## src/rtl/ram_master.sv

```systemverilog
// rtl/ram_master.sv - command-driven master for a synchronous single-port RAM
//
// Accepts write, read and clear commands one at a time and drives a RAM
// whose read data appears one clock after the address is presented.
//
// Ports:
//   clk        in   clock, rising edge
//   res        in   synchronous active-high reset
//   cmd_valid  in   command present
//   cmd_ready  out  command accepted this cycle (high only in IDLE)
//   cmd_wr     in   1 = write, 0 = read (ignored when cmd_clr = 1)
//   cmd_clr    in   1 = zero the whole RAM
//   cmd_addr   in   command address
//   cmd_data   in   write data
//   rsp_valid  out  one-cycle pulse with read data
//   rsp_data   out  read data, held between pulses
//   busy       out  inverse of cmd_ready
//   ram_wr     out  RAM write enable
//   ram_addr   out  RAM address
//   ram_din    out  RAM write data
//   ram_dout   in   RAM read data, valid the cycle after the address
module ram_master #(
    parameter int ADDR_W = 5,
    parameter int DATA_W = 9
) (
    input  logic              clk,
    input  logic              res,
    input  logic              cmd_valid,
    output logic              cmd_ready,
    input  logic              cmd_wr,
    input  logic              cmd_clr,
    input  logic [ADDR_W-1:0] cmd_addr,
    input  logic [DATA_W-1:0] cmd_data,
    output logic              rsp_valid,
    output logic [DATA_W-1:0] rsp_data,
    output logic              busy,
    output logic              ram_wr,
    output logic [ADDR_W-1:0] ram_addr,
    output logic [DATA_W-1:0] ram_din,
    input  logic [DATA_W-1:0] ram_dout
);

    typedef enum logic [2:0] {
        S_IDLE,
        S_WRITE,
        S_READ,
        S_RWAIT,
        S_CLEAR
    } state_t;

    // One past the last RAM address; needs the extra counter bit.
    localparam logic [ADDR_W:0] DEPTH = {1'b1, {ADDR_W{1'b0}}};

    state_t              state_q;
    logic                cmd_ready_q;
    logic                busy_q;
    logic                rsp_valid_q;
    logic [DATA_W-1:0]   rsp_data_q;
    logic                ram_wr_q;
    logic [ADDR_W-1:0]   ram_addr_q;
    logic [DATA_W-1:0]   ram_din_q;
    // Holds the next clear address; reaching DEPTH ends the sweep.
    logic [ADDR_W:0]     clr_cnt_q;

    always_ff @(posedge clk) begin
        if (res) begin
            state_q     <= S_IDLE;
            cmd_ready_q <= 1'b1;
            busy_q      <= 1'b0;
            rsp_valid_q <= 1'b0;
            rsp_data_q  <= '0;
            ram_wr_q    <= 1'b0;
            ram_addr_q  <= '0;
            ram_din_q   <= '0;
            clr_cnt_q   <= '0;
        end else begin
            rsp_valid_q <= 1'b0;
            case (state_q)
                S_IDLE: begin
                    if (cmd_valid) begin
                        cmd_ready_q <= 1'b0;
                        busy_q      <= 1'b1;
                        if (cmd_clr) begin
                            // Clear wins over cmd_wr; first write goes to address 0.
                            state_q    <= S_CLEAR;
                            ram_wr_q   <= 1'b1;
                            ram_addr_q <= '0;
                            ram_din_q  <= '0;
                            clr_cnt_q  <= (ADDR_W+1)'(1);
                        end else if (cmd_wr) begin
                            state_q    <= S_WRITE;
                            ram_wr_q   <= 1'b1;
                            ram_addr_q <= cmd_addr;
                            ram_din_q  <= cmd_data;
                        end else begin
                            state_q    <= S_READ;
                            ram_addr_q <= cmd_addr;
                        end
                    end
                end
                S_WRITE: begin
                    state_q     <= S_IDLE;
                    ram_wr_q    <= 1'b0;
                    cmd_ready_q <= 1'b1;
                    busy_q      <= 1'b0;
                end
                S_READ: begin
                    // RAM samples the address at this edge; data is valid in RWAIT.
                    state_q <= S_RWAIT;
                end
                S_RWAIT: begin
                    state_q     <= S_IDLE;
                    rsp_data_q  <= ram_dout;
                    rsp_valid_q <= 1'b1;
                    cmd_ready_q <= 1'b1;
                    busy_q      <= 1'b0;
                end
                S_CLEAR: begin
                    if (clr_cnt_q == DEPTH) begin
                        state_q     <= S_IDLE;
                        ram_wr_q    <= 1'b0;
                        clr_cnt_q   <= '0;
                        cmd_ready_q <= 1'b1;
                        busy_q      <= 1'b0;
                    end else begin
                        ram_addr_q <= clr_cnt_q[ADDR_W-1:0];
                        clr_cnt_q  <= clr_cnt_q + 1'b1;
                    end
                end
                default: begin
                    state_q     <= S_IDLE;
                    ram_wr_q    <= 1'b0;
                    cmd_ready_q <= 1'b1;
                    busy_q      <= 1'b0;
                end
            endcase
        end
    end

    assign cmd_ready = cmd_ready_q;
    assign busy      = busy_q;
    assign rsp_valid = rsp_valid_q;
    assign rsp_data  = rsp_data_q;
    assign ram_wr    = ram_wr_q;
    assign ram_addr  = ram_addr_q;
    assign ram_din   = ram_din_q;

endmodule

```

## config.mk

```make
export PLATFORM = sky130hd
export DESIGN_NAME = ram_master
export DESIGN_NICKNAME = d
export VERILOG_FILES = /design/src/rtl/ram_master.sv
export SDC_FILE = /design/constraint.sdc
export NUM_CORES = 1
export LEC_CHECK = 0
export ABC_AREA = 1
export ABC_CLOCK_PERIOD_IN_PS = 1500
export BUFFER_PORTS_ARGS = -buffer_cell sky130_fd_sc_hd__buf_4
export CAP_MARGIN = 0
export CORE_AREA = 4 4 61 63
export CTS_BUF_LIST = sky130_fd_sc_hd__clkbuf_2 sky130_fd_sc_hd__clkbuf_4 sky130_fd_sc_hd__clkbuf_8
export DETAILED_ROUTE_END_ITERATION = 16
export DIE_AREA = 0 0 65 67
export HOLD_SLACK_MARGIN = 0.12
export PLACE_DENSITY = 0.89
export SKIP_CTS_REPAIR_TIMING = 1
export SYNTH_ARGS = -nofsm -noshare
export SYNTH_HDL_FRONTEND = slang
export SYNTH_SLANG_ARGS = --single-unit
```

## constraint.sdc

```tcl
create_clock -name clk -period 1.5 [get_ports clk]
set_input_delay 0.15 -clock clk [delete_from_list [all_inputs] [get_ports clk]]
set_output_delay 0.15 -clock clk [all_outputs]
set_load 0.01 [all_outputs]
```

# Yosys cells after proc, flatten, opt, wreduce, memory -nomap -nowiden
# Cells that the tools add are included.
# W data, S select, Z words.
[totals]
register_bits = 36
input_bits = 28
output_inout_bits = 27
word_cells = 57
[op_classes]
n_addsub = 1
eq_ne = 9
mux = 26
bitwise = 2
n_reduce_logical = 10
[ops]
columns = ["cell", "n"]
rows = [
  ["$mux W6", 3],
  ["$mux W9", 2],
  ["$mux W5", 3],
  ["$pmux W6 S2", 1],
  ["$reduce_and A3 Y1", 4],
  ["$pmux W5 S2", 1],
  ["$mux W3", 3],
  ["$pmux W1 S3", 3],
  ["$pmux W3 S3", 1],
  ["$mux W1", 8],
  ["$ne A2 B2 Y1 const B", 4],
  ["$add A6 B1 Y6 const B", 1],
  ["$eq A3 B2 Y1 const B", 2],
  ["$eq A6 B6 Y1 const B", 1],
  ["$reduce_and A4 Y1", 1],
  ["$reduce_bool A2 Y1", 2],
  ["$eq A3 B3 Y1 const B", 1],
  ["$logic_not A3 Y1", 1],
  ["$ne A3 B3 Y1 const B", 1],
  ["$mux W2", 1],
  ["$not A1 Y1", 2],
  ["$reduce_and A2 Y1", 1],
  ["$reduce_or A2 Y1", 1],
]

# Logic depth before layout (Yosys ltp)
# Gate-level depths: netlist of the first run.
[depth]
ltp_word = 4
ltp_mapped = 8
mapped_depth_nobuf = 8

# Worst setup path before layout of the first run
# Ideal clock, no wire load.
[synth_timing]
path_type = "register to register"
startpoint = "register clr_cnt_q[0]"
endpoint = "register state_q[0]"
setup_time_ns = 0.113
t_arrival_ns = 1.069
t_required_ns = 1.387
setup_slack_ns = 0.317
stages_incl_launch_ff = 8
n_path_buf = 0
period_less_slack_ns = 1.183
cell_sequence = "dfxtp_1 > inv_1 > ha_1 > nand3_1 > nand2_4 > nand3_2 > o21ai_1 > nor2_1"
[synth_via]
elab_chain_cells = 3
[synth_lines]
columns = ["item", "line", "rtl"]
rows = [
  ["from (decl)", "63", "logic [ADDR_W:0] clr_cnt_q;"],
  ["from (signal assigned)", "89", "clr_cnt_q <= (ADDR_W+1)'(1);"],
  ["from (signal assigned)", "127", "clr_cnt_q <= clr_cnt_q + 1'b1;"],
  ["$eq A6 B6 Y1", "119", "if (clr_cnt_q == DEPTH) begin"],
  ["$ne A2 B2 Y1 (no line)", "--", ""],
  ["$reduce_and A2 Y1 (no line)", "--", ""],
  ["to (signal assigned)", "112", "state_q <= S_IDLE;"],
  ["to (signal assigned)", "120", "state_q <= S_IDLE;"],
  ["to (signal assigned)", "131", "state_q <= S_IDLE;"],
  ["to (decl)", "54", "state_t state_q;"],
]
# No other way between the ends.
# A chain may end at the register's enable or synchronous reset.

# Worst setup path in the final report of the first run
[layout_timing]
startpoint = "register clr_cnt_q[0]"
endpoint = "register cmd_ready_q, in the netlist cmd_ready"
[layout_via]
elab_chain_cells = 3
[layout_lines]
columns = ["item", "line", "rtl"]
rows = [
  ["$eq A6 B6 Y1", "119", ""],
  ["$ne A2 B2 Y1 (no line)", "--", ""],
  ["$reduce_and A3 Y1 (no line)", "--", ""],
  ["to (signal assigned)", "115", "cmd_ready_q <= 1'b1;"],
  ["to (signal assigned)", "123", "cmd_ready_q <= 1'b1;"],
  ["to (signal assigned)", "133", "cmd_ready_q <= 1'b1;"],
  ["to (decl)", "55", "logic cmd_ready_q;"],
]
# No other way between the ends.

==> summary.md, run 1 <==
| Metric | Value |
|---|---|
| Crit path from | clr_cnt_q[0] |
| Crit path launch type | register |
| PortBufs | 54 |
| CTS sink cnt | 36 |
| Slowest-stage cell, CP | dfxtp_1 |
| Layout Skew | around 10 ps |
| Congestion Overflow GR | 0 |
| Ant. Diodes | 0 |
| Least-Margin Pin Slew | ~420 ps |
| Ys flop type | dfxtp_1 |
| Synthesized flop and latch total | 36 |
| Sequential area share after synthesis | 0.4582 |
| Total GRT Usage | 0.1689 |
| Number of global-route vias before repair | 1,333 |
| Final Hold Fails | 0 |
| RR Endpoint | cmd_ready |
| Clk root buf | clkbuf_4 |
| Setup violators final | 0 |
| Initial Util | 0.4866 |
| Met1 WL | 1609 um |
| Required time worst endpoint | 1700 ps |
| Final WL | ~3800 um |
| Ratio of cells with drive above 1 in the final layout | 0.2797 |
| Crit path time final | around 1300 ps |
| Reg2reg start | clr_cnt_q[0] |
| CTS clock-pin slew for the worst setup and hold paths | 100 ps |
| Hold WS | around 99 ps |
| Commonest non-fill, non-tap cells in the layout | buf_4 (55), nor2_1 (40), nand2_1 (37) |
| Layout Nets | about 320 |
| CTS tree | yes |
| CP Class | reg2reg |
| Total die area | about 0.0044 sq mm |
| Global-route wire length before repair | 5671 um |
| Status | complete, no violations |
| Core Region | about 0.0032 sq mm |
| Most common cell after layout, fill and taps aside | buf_4 |
| Vias | 1,556 |
| Die X | 65 um |
| Uppermost layer routed | met4 |
| Synth Area per Inst | 7.454 sq um |
| Critical Path End | cmd_ready |
| Vias per inst | 4.687 |
| Post-synth cell types | 26 |
| CTS buffer count | 5 |
| DRC viols | 0 |
| Clock insertion delay at the later pin of the skew report | ~330 ps |
| Antenna-violating nets left | 0 |
| Setup crit end kind | register |
| Maximum vdd drop | 0.0004364 V |
| Pwr/cell area | 912.6 mW/mm^2 |
| DIE HEIGHT | 67 um |
| Worst path cell trace | inv_1 -> ha_1 -> nand3_1 -> nand2_4 -> nand3_2 -> nand2_1 -> o211ai_1 |
| Biggest cell delay along the critical path | between 300 and 400 ps |
| Post-Syn Instances | 211 |
| Routed len/inst | between 10 and 15 um |
| Post-DP HPWL | 2625 um |
| Met2 WL | around 1900 um |
| Synth Warn # | 0 |
| R2R cell count | 7 |
| Data arrival time of the critical path | between 1500 and 2000 ps |
| Ys async rst share | 0 |
| Mapped Area | roughly 0.0016 sq mm |
| Routability Congestion | around 0.89 |
| Io pins | 55 |
| Hold Path Cell Cnt | 3 |
| Max Slew Vio Count | 0 |
| PnR Total Power | about 2 mW |
| P&R area growth vs syn | 42.80% |
| Final TNS setup | 0 ps |
| Period utilization | 0.8869 |
| Iter 0 DRT Violations | 50 |
| CTS max path bufs | 2 |
| CP max FO | 7 |
| Max Freq | roughly 0.75 GHz |
| H-tree Lvls | 2 |
| Number of enable flip-flop cells after synthesis | 0 |
| Post-synth net total | 241 |
| Hold crit path type | in2reg |
| First-pass iteration count of the detailed router | 4 |
| Initial antenna violation count | 0 |
| Rel. slew slack | 0.7224 |
| Largest net degree at the start of global routing | 22 |
| Row count | 21 |
| R2R setup slack | roughly 170 ps |
| Leakage | about 0.98 nW |
| Wire length on met3 | ~200 um |
| Max cap viols | 0 |
| RSZ-0062 raised after global routing | no |
[synth_stat cells (2+ instances only)]
cell      number  area, sq um
nand2_2        2        12.51
o21ai_1        2        10.01
nand3_1       25        125.1
nand2_4        5        56.30
or2_2          2        12.51
o21ai_0       12        60.06
dfxtp_1       36        720.7
ha_1           2        25.02
nand2_1       37        138.9
a21oi_1       17        85.08
clkbuf_1       2        7.510
nor2_4         3        33.78
inv_2          3        11.26
buf_4          2        15.01
nor2_1        40        150.1
inv_1         11        41.29
[state kept, by name, indices dropped and copies added (netlist names)]
signal	flops
rsp_valid	1
busy	1
ram_addr	5
state_q	3
ram_wr	1
ram_din	9
rsp_data	9
clr_cnt_q	6
cmd_ready	1
[cells by family (layout without fill, tap and decap cells)]
kind of cell | count (synthesis) | in the layout | share of synthesized area
adders and majority gates | 2 | 2 | 0.01591
buffers and inverters | 21 | 96 | 0.05728
AOI/OAI and AO/OA | 35 | 35 | 0.1185
and+or+nand+nor | 117 | 117 | 0.3500
DFF | 36 | 36 | 0.4582
[stage by stage]
step                utilization  cell area (sq um)  cells  setup WS [ps]
CTS                      0.6392               2066    314          159.9
floorplan                     -               1573    211          317.3
global placement         0.6237               2016    307          248.3
global route             0.6949               2246    332          64.78
detailed placement       0.6237               2016    307          178.3
finish                   0.6949               2246    332          169.7
[metal layers]
metal	vias to the layer above	track usage
met1	670	0.1930
met3	7	0.04384
li1	842	-
met2	37	0.2822
met5	-	0
met4	0	0.1003
[power breakdown]
group	internal, mW	switching, mW
Combinational	0.234	0.277
Clock	0.191	0.291
Sequential	1.02	0.0410
Total	1.44	0.609
[critical path: cells and delay by family, from the launching register on]
family / cells / cell delay, ps
flip-flops: 1 / 320
AND/OR/NAND/NOR: 4 / 510
AO/OA/AOI/OAI: 1 / 80
adder cells (fa/ha/maj): 1 / 170
buffers and inverters: 1 / 130
[worst min-delay path by stage]
| stage | from | end | slack, ps |
|---|---|---|---|
| 2_1_floorplan | cmd_clr | state_q[2] | 290 |
| 3_3_place_gp | ram_dout[2] | rsp_data[2] | 400 |
| 3_5_place_dp | ram_dout[0] | rsp_data[0] | 410 |
| 4_1_cts | ram_dout[0] | rsp_data[0] | 50 |
| 5_1_grt | cmd_data[5] | ram_din[5] | 130 |
| 6_report | cmd_data[5] | ram_din[5] | 100 |
[final cells by class]
cell class	count	area (sq um)
Inverter	16	62.56
Clock inverter	1	5.005
Timing Repair Buffer	73	593.1
Multi-Input combinational cell	154	762.0
Tap cell	46	57.56
Sequential cell	36	720.7
Clock buffer	6	45.04
Fill cell	271	985.9
(Power assumes the default switching activity.)
==> run 2: changes to the inputs <==
--- a/config.mk
+++ b/config.mk
@@ -6,15 +6,14 @@
 export NUM_CORES = 1
 export LEC_CHECK = 0
 export ABC_AREA = 1
-export ABC_CLOCK_PERIOD_IN_PS = 1500
+export ABC_CLOCK_PERIOD_IN_PS = 1670
 export BUFFER_PORTS_ARGS = -buffer_cell sky130_fd_sc_hd__buf_4
-export CAP_MARGIN = 0
-export CORE_AREA = 4 4 61 63
+export CORE_AREA = 4 4 59 61
 export CTS_BUF_LIST = sky130_fd_sc_hd__clkbuf_2 sky130_fd_sc_hd__clkbuf_4 sky130_fd_sc_hd__clkbuf_8
 export DETAILED_ROUTE_END_ITERATION = 16
-export DIE_AREA = 0 0 65 67
+export DIE_AREA = 0 0 63 65
 export HOLD_SLACK_MARGIN = 0.12
-export PLACE_DENSITY = 0.89
+export PLACE_DENSITY = 0.94
 export SKIP_CTS_REPAIR_TIMING = 1
 export SYNTH_ARGS = -nofsm -noshare
 export SYNTH_HDL_FRONTEND = slang
==> constraint.sdc (replaced) <==
create_clock -name clk -period 1.67 [get_ports clk]
set_input_delay 0.167 -clock clk [delete_from_list [all_inputs] [get_ports clk]]
set_output_delay 0.167 -clock clk [all_outputs]
set_load 0.01 [all_outputs]
==> summary.md, run 2 (synthesis results as in run 1) <==
| Metric | Value |
|---|---|
| Least-Margin Pin Slew | 417.4 ps (+1.494 ps) |
| Pwr/cell area | 875.6 mW/mm^2 (-4.1%) |
| DRC viols | 0 (unchanged) |
| Biggest cell delay along the critical path | 350 ps (+30 ps) |
| Total GRT Usage | 0.1807 (+0.01187) |
| Post-DP HPWL | 2702 um (+2.9%) |
| Antenna-violating nets left | 0 (unchanged) |
| PortBufs | 54 (unchanged) |
| Total die area | 0.004095 sq mm (-6.0%) |
| Vias per inst | 4.949 (+5.6%) |
| Commonest non-fill, non-tap cells in the layout | buf_4 (55), nor2_1 (40), nand2_1 (37) |
| CTS clock-pin slew for the worst setup and hold paths | 100 ps (about the same) |
| Ratio of cells with drive above 1 in the final layout | 0.2893 (+0.009565) |
| Wire length on met3 | 170 um (-15%) |
| Uppermost layer routed | met4 |
| Internal | 1.352 mW (-6.1%) |
| Max Freq | 0.7554 GHz (+0.49%) |
| Period utilization | 0.7927 (-0.09414) |
| CP max FO | 9 (+2) |
| Status | complete, no violations |
| FF/Latch Area | 720.7 sq um (unchanged) |
| Switch Pwr | 0.5532 mW (-9.2%) |
| Worst path cell trace | inv_1 -> ha_1 -> nand3_1 -> nand2_4 -> nand2_4 -> nand3_1 -> nand2_1 -> nor2_1 |
| Hold crit path type | in2reg |
| Global-route wire length before repair | 6009 um (+6.0%) |
| Final Hold Fails | 0 (unchanged) |
| Maximum vdd drop | 0.0006736 V (+54%) |
| DIE HEIGHT | 65 um (-3.0%) |
| Layout Skew | 5.824 ps (-4.574 ps) |
| Crit path time final | 1324 ps (-6.440 ps) |
| CP Class | reg2reg |
| H-tree Lvls | 2 (unchanged) |
| Clock insertion delay at the later pin of the skew report | 330 ps (about the same) |
| Setup WS post-layout | 346.1 ps (+176.4 ps) |
| P&R area growth vs syn | 38.35% |
| Setup crit end kind | register |
| Final WL | 3780 um (+0.27%) |
| First-pass iteration count of the detailed router | 4 (unchanged) |
| Reg2reg start | clr_cnt_q[0] |
| Most common cell after layout, fill and taps aside | buf_4 |
| Core Region | 0.002978 sq mm (-7.9%) |
| Initial antenna violation count | 0 (unchanged) |
| Die X | 63 um (-3.1%) |
| CTS tree | yes |
| Comb power frac | 0.235 (-0.015) |
| Iter 0 DRT Violations | 67 (+34%) |
| Rel. slew slack | 0.7214 (-0.0009970) |
| # fillers | 241 (-11%) |
| Clock power frac | 0.266 (+0.031) |
| Largest net degree at the start of global routing | 22 (unchanged) |
| Required time worst endpoint | 1900 ps (+200 ps) |
| Layout Nets | 309 (-2.2%) |
| Congestion Overflow GR | 0 (unchanged) |
| Final Non-Filler Cells | 313 (-5.7%) |
| Data arrival time of the critical path | 1560 ps (+30 ps) |
| Max cap viols | 0 (unchanged) |
| Final TNS setup | 0 ps (unchanged) |
| Ant. Diodes | 0 (unchanged) |
| Leakage | 0.9615 nW (-2.2%) |
| Area of the multi-input gates | 762.0 sq um (unchanged) |
| Met2 WL | 1944 um (+3.2%) |
| Setup violators final | 0 (unchanged) |
| Number of global-route vias before repair | 1,422 (+6.7%) |
| Crit path from | clr_cnt_q[0] |
| Routability Congestion | 0.8410 (-6.0%) |
| Io pins | 55 (unchanged) |
| Seq pwr share | 0.499 (-0.017) |
| Initial Util | 0.5282 (+0.04151) |
| RSZ-0062 raised after global routing | no |
| Row count | 20 (-4.8%) |
| HP Start | ram_dout[0] |
| Max Slew Vio Count | 0 (unchanged) |
| Worst slack, placed | 371.2 ps (+192.9 ps) |
| Routed len/inst | 12.08 um (+6.4%) |
| Placed cells | 294 (-4.2%) |
| PnR Total Power | 1.905 mW (-7.0%) |
| Clk root buf | clkbuf_4 |
| CTS max path bufs | 2 (unchanged) |
| Crit path launch type | register |
| Met1 WL | 1617 um (+0.50%) |
| Switching Share | 0.2903 (-0.006771) |
| Vias | 1,549 (-0.45%) |
| CTS buffer count | 5 (unchanged) |
| CTS sink cnt | 36 (unchanged) |
| Slowest-stage cell, CP | dfxtp_1 |
-- run 2: changes by cell type in the layout (fill, tap and decap cells not counted) --
cell,delta
clkbuf_8,+1
clkinv_2,-1
dlygate4sd3_1,-7
clkbuf_4,+1
-- run 2: final cells by class --
cell class,instances,area share
Multi-Input combinational cell,154,0.3502
Sequential cell,36,0.3312
Timing Repair Buffer,66,0.2404
Clock buffer,8,0.03048
Inverter,16,0.02875
Tap cell,33,0.01898
-- run 2: path summary, 6_finish.rpt --
path                  to  slack [ps]  cells past startpoint
max reg2reg  ram_addr[1]         350                      8
min          rsp_data[0]          90                      3
max          ram_addr[1]         350                      8
min reg2reg   ram_din[0]         470                      2
-- run 2: power by group through the flow --
| stage | logic (mW) | clock network, mW | registers [mW] |
|---|---|---|---|
| after floorplan | 0.250 | 0 | 0.984 |
| after global placement | 0.417 | 0 | 0.969 |
| after detailed placement | 0.427 | 0 | 0.970 |
| after CTS | 0.428 | 0.511 | 0.950 |
| after global routing | 0.502 | 0.560 | 0.959 |
| final | 0.449 | 0.507 | 0.950 |
-- run 2: critical path: cells and delay by family, from the launching register on --
| kind | cells | cell delay, ps |
|---|---|---|
| AND/OR/NAND/NOR | 6 | 580 |
| adder cells (fa/ha/maj) | 1 | 200 |
| flip-flops | 1 | 350 |
| buffers and inverters | 1 | 100 |
-- run 2: metrics by stage --
stage / utilization / instance area [sq um] / hold WS [ps]
floorplan: - / 1573 / 309.7
global placement: 0.6714 / 1999 / 417.1
detailed placement: 0.6714 / 1999 / 423.2
CTS: 0.6937 / 2066 / 81.16
global route: 0.7307 / 2176 / 125.9
finish: 0.7307 / 2176 / 86.26
-- run 2: layer usage --
layer  track usage  vias to the layer above
met5             0                        -
met4       0.07713                        0
met3       0.04679                        5
met2        0.3123                       34
met1        0.2110                      691
li1              -                      819
==> run 3: changes to the inputs <==
--- a/config.mk
+++ b/config.mk
@@ -6,14 +6,14 @@
 export NUM_CORES = 1
 export LEC_CHECK = 0
 export ABC_AREA = 1
-export ABC_CLOCK_PERIOD_IN_PS = 1670
+export ABC_CLOCK_PERIOD_IN_PS = 1100
 export BUFFER_PORTS_ARGS = -buffer_cell sky130_fd_sc_hd__buf_4
-export CORE_AREA = 4 4 59 61
+export CORE_AREA = 4 4 64 66
 export CTS_BUF_LIST = sky130_fd_sc_hd__clkbuf_2 sky130_fd_sc_hd__clkbuf_4 sky130_fd_sc_hd__clkbuf_8
 export DETAILED_ROUTE_END_ITERATION = 16
-export DIE_AREA = 0 0 63 65
+export DIE_AREA = 0 0 68 70
 export HOLD_SLACK_MARGIN = 0.12
-export PLACE_DENSITY = 0.94
+export PLACE_DENSITY = 0.85
 export SKIP_CTS_REPAIR_TIMING = 1
 export SYNTH_ARGS = -nofsm -noshare
 export SYNTH_HDL_FRONTEND = slang
==> constraint.sdc (replaced) <==
create_clock -name clk -period 1.1 [get_ports clk]
set_input_delay 0.11 -clock clk [delete_from_list [all_inputs] [get_ports clk]]
set_output_delay 0.11 -clock clk [all_outputs]
set_load 0.01 [all_outputs]
==> summary.md, run 3 (synthesis results as in run 1) <==
| Metric | Value |
|---|---|
| CTS buffer count | 5 (unchanged) |
| Slowest-stage cell, CP | dfxtp_1 |
| Largest net degree at the start of global routing | 17 (-23%) |
| First-pass iteration count of the detailed router | 4 (unchanged) |
| Leakage | 1.121 nW (+17%) |
| Total GRT Usage | 0.1644 (-0.01634) |
| P&R area growth vs syn | 65.08% |
| Layout Nets | 337 (+9.1%) |
| CP max FO | 10 (+1) |
| Area post-placement | 0.002172 sq mm (+8.6%) |
| CTS max path bufs | 2 (unchanged) |
| Row count | 22 (+10%) |
| CTS clock-pin slew for the worst setup and hold paths | 110 ps (about the same) |
| Setup crit end kind | register |
| Max Freq | 0.7757 GHz (+2.7%) |
| # fillers | 271 (+12%) |
| Ratio of cells with drive above 1 in the final layout | 0.4058 (+0.1166) |
| CTS sink cnt | 36 (unchanged) |
| Routed len/inst | 13.06 um (+8.1%) |
| Worst slack, placed | -77.41 ps (-448.6 ps) |
| Vias | 1,749 (+13%) |
| Most common cell after layout, fill and taps aside | buf_4 |
| Layout Skew | 7.776 ps (+1.952 ps) |
| Failing checks | negative setup slack |
| DIE HEIGHT | 70 um (+7.7%) |
| Die X | 68 um (+7.9%) |
| Ant. Diodes | 0 (unchanged) |
| Clock insertion delay at the later pin of the skew report | 330 ps (about the same) |
| Final Non-Filler Cells | 356 (+14%) |
| Final TNS setup | -2720 ps (-2720 ps) |
| Max cap viols | 0 (unchanged) |
| Global-route wire length before repair | 6127 um (+2.0%) |
| Crit path launch type | register |
| Status | finished with violations |
| Placed cells | 322 (+9.5%) |
| Initial antenna violation count | 0 (unchanged) |
| Maximum vdd drop | 0.0008169 V (+21%) |
| Setup WS post-layout | -189.1 ps (-535.2 ps) |
| H-tree Lvls | 2 (unchanged) |
| Crit path time final | 1289 ps (-34.75 ps) |
| Congestion Overflow GR | 0 (unchanged) |
| Clk root buf | clkbuf_4 |
| Worst path cell trace | nor2_1 -> nand2_1 -> nor2_4 -> nand3_1 -> a21oi_1 |
| Commonest non-fill, non-tap cells in the layout | buf_4 (69), nor2_1 (38), nand2_1 (36) |
| Period utilization | 1.172 (+0.3792) |
| Total die area | 0.004760 sq mm (+16%) |
| Setup violators final | 27 (+27) |
| Required time worst endpoint | 1340 ps (-560 ps) |
| Final Hold Fails | 0 (unchanged) |
| Number of global-route vias before repair | 1,458 (+2.5%) |
| Least-Margin Pin Slew | 433.3 ps (+15.87 ps) |
| Routability Congestion | 0.8678 (+3.2%) |
| Pwr/cell area | 1225 mW/mm^2 (+40%) |
| Vias per inst | 4.913 (-0.73%) |
| Final WL | 4649 um (+23%) |
| Initial Util | 0.4395 (-0.08864) |
| Antenna-violating nets left | 0 (unchanged) |
| CTS tree | yes |
| DRC viols | 0 (unchanged) |
| Post-DP HPWL | 2884 um (+6.8%) |
| Hold crit path type | in2reg |
| CP Class | reg2reg |
| Rel. slew slack | 0.7108 (-0.01059) |
| Biggest cell delay along the critical path | 360 ps (about the same) |
| Iter 0 DRT Violations | 94 (+40%) |
| PnR Total Power | 3.181 mW (+67%) |
| Design Area, Final | 0.002596 sq mm (+19%) |
| Io pins | 55 (unchanged) |
| RSZ-0062 raised after global routing | yes |
| PortBufs | 54 (unchanged) |
| Data arrival time of the critical path | 1530 ps (-30 ps) |
| Max Slew Vio Count | 0 (unchanged) |
| Core Region | 0.003578 sq mm (+20%) |
run 3: changes by cell type in the layout (fill, tap and decap cells not counted), sizes merged:
cell	change
buf	+17
clkbuf	-1
clkinvlp	+2
dlygate4sd3	+9
inv	-1
nand2	+2
run 3: worst paths after layout:
check / start / endpoint / slack (ps) / cells past startpoint
worst max-delay path: state_q[2] / ram_din[4] / -190 / 5
worst max register to register: state_q[2] / ram_din[4] / -190 / 5
worst min register to register: ram_din[0] / ram_din[0] / 470 / 2
worst min-delay path: res / clr_cnt_q[2] / 30 / 2
run 3: cell type report:
class	instances	area, sq um	area share
multi-input combinational	156	894.6	0.3446
clock buffer	7	58.81	0.02265
timing repair buffer	92	769.5	0.2964
inverter	16	76.32	0.02940
sequential	36	729.5	0.2810
tap	48	60.06	0.02313
clock inverter	1	7.507	0.002892
run 3: critical path: cells and delay by family (launching register included):
family	cells	cell delay, ps
AO/OA/AOI/OAI	1	250
flip-flops	1	360
AND/OR/NAND/NOR	4	590
run 3: metrics by stage:
| stage | util | hold WS [ps] |
|---|---|---|
| after floorplan | - | 252.7 |
| after global placement | 0.6070 | 359.4 |
| after detailed placement | 0.6070 | 368.7 |
| after CTS | 0.6255 | 12.70 |
| after global routing | 0.7255 | 16.82 |
| final | 0.7255 | 34.90 |
run 3: routing by layer:
layer | routed length, um | share of wire | up-vias | global-route usage
met3 | 303 | 0.065 | 15 | 0.04180
met1 | 1805 | 0.39 | 785 | 0.1966
met5 | 0 | 0 | - | 0
met4 | 128 | 0.028 | 0 | 0.07947
li1 | - | - | 882 | -
met2 | 2411 | 0.52 | 67 | 0.2666
run 3: where the power goes:
part           internal (mW)  switching [mW]
logic                  0.471           0.491
registers               1.39          0.0590
clock network          0.338           0.433
total                   2.20           0.983
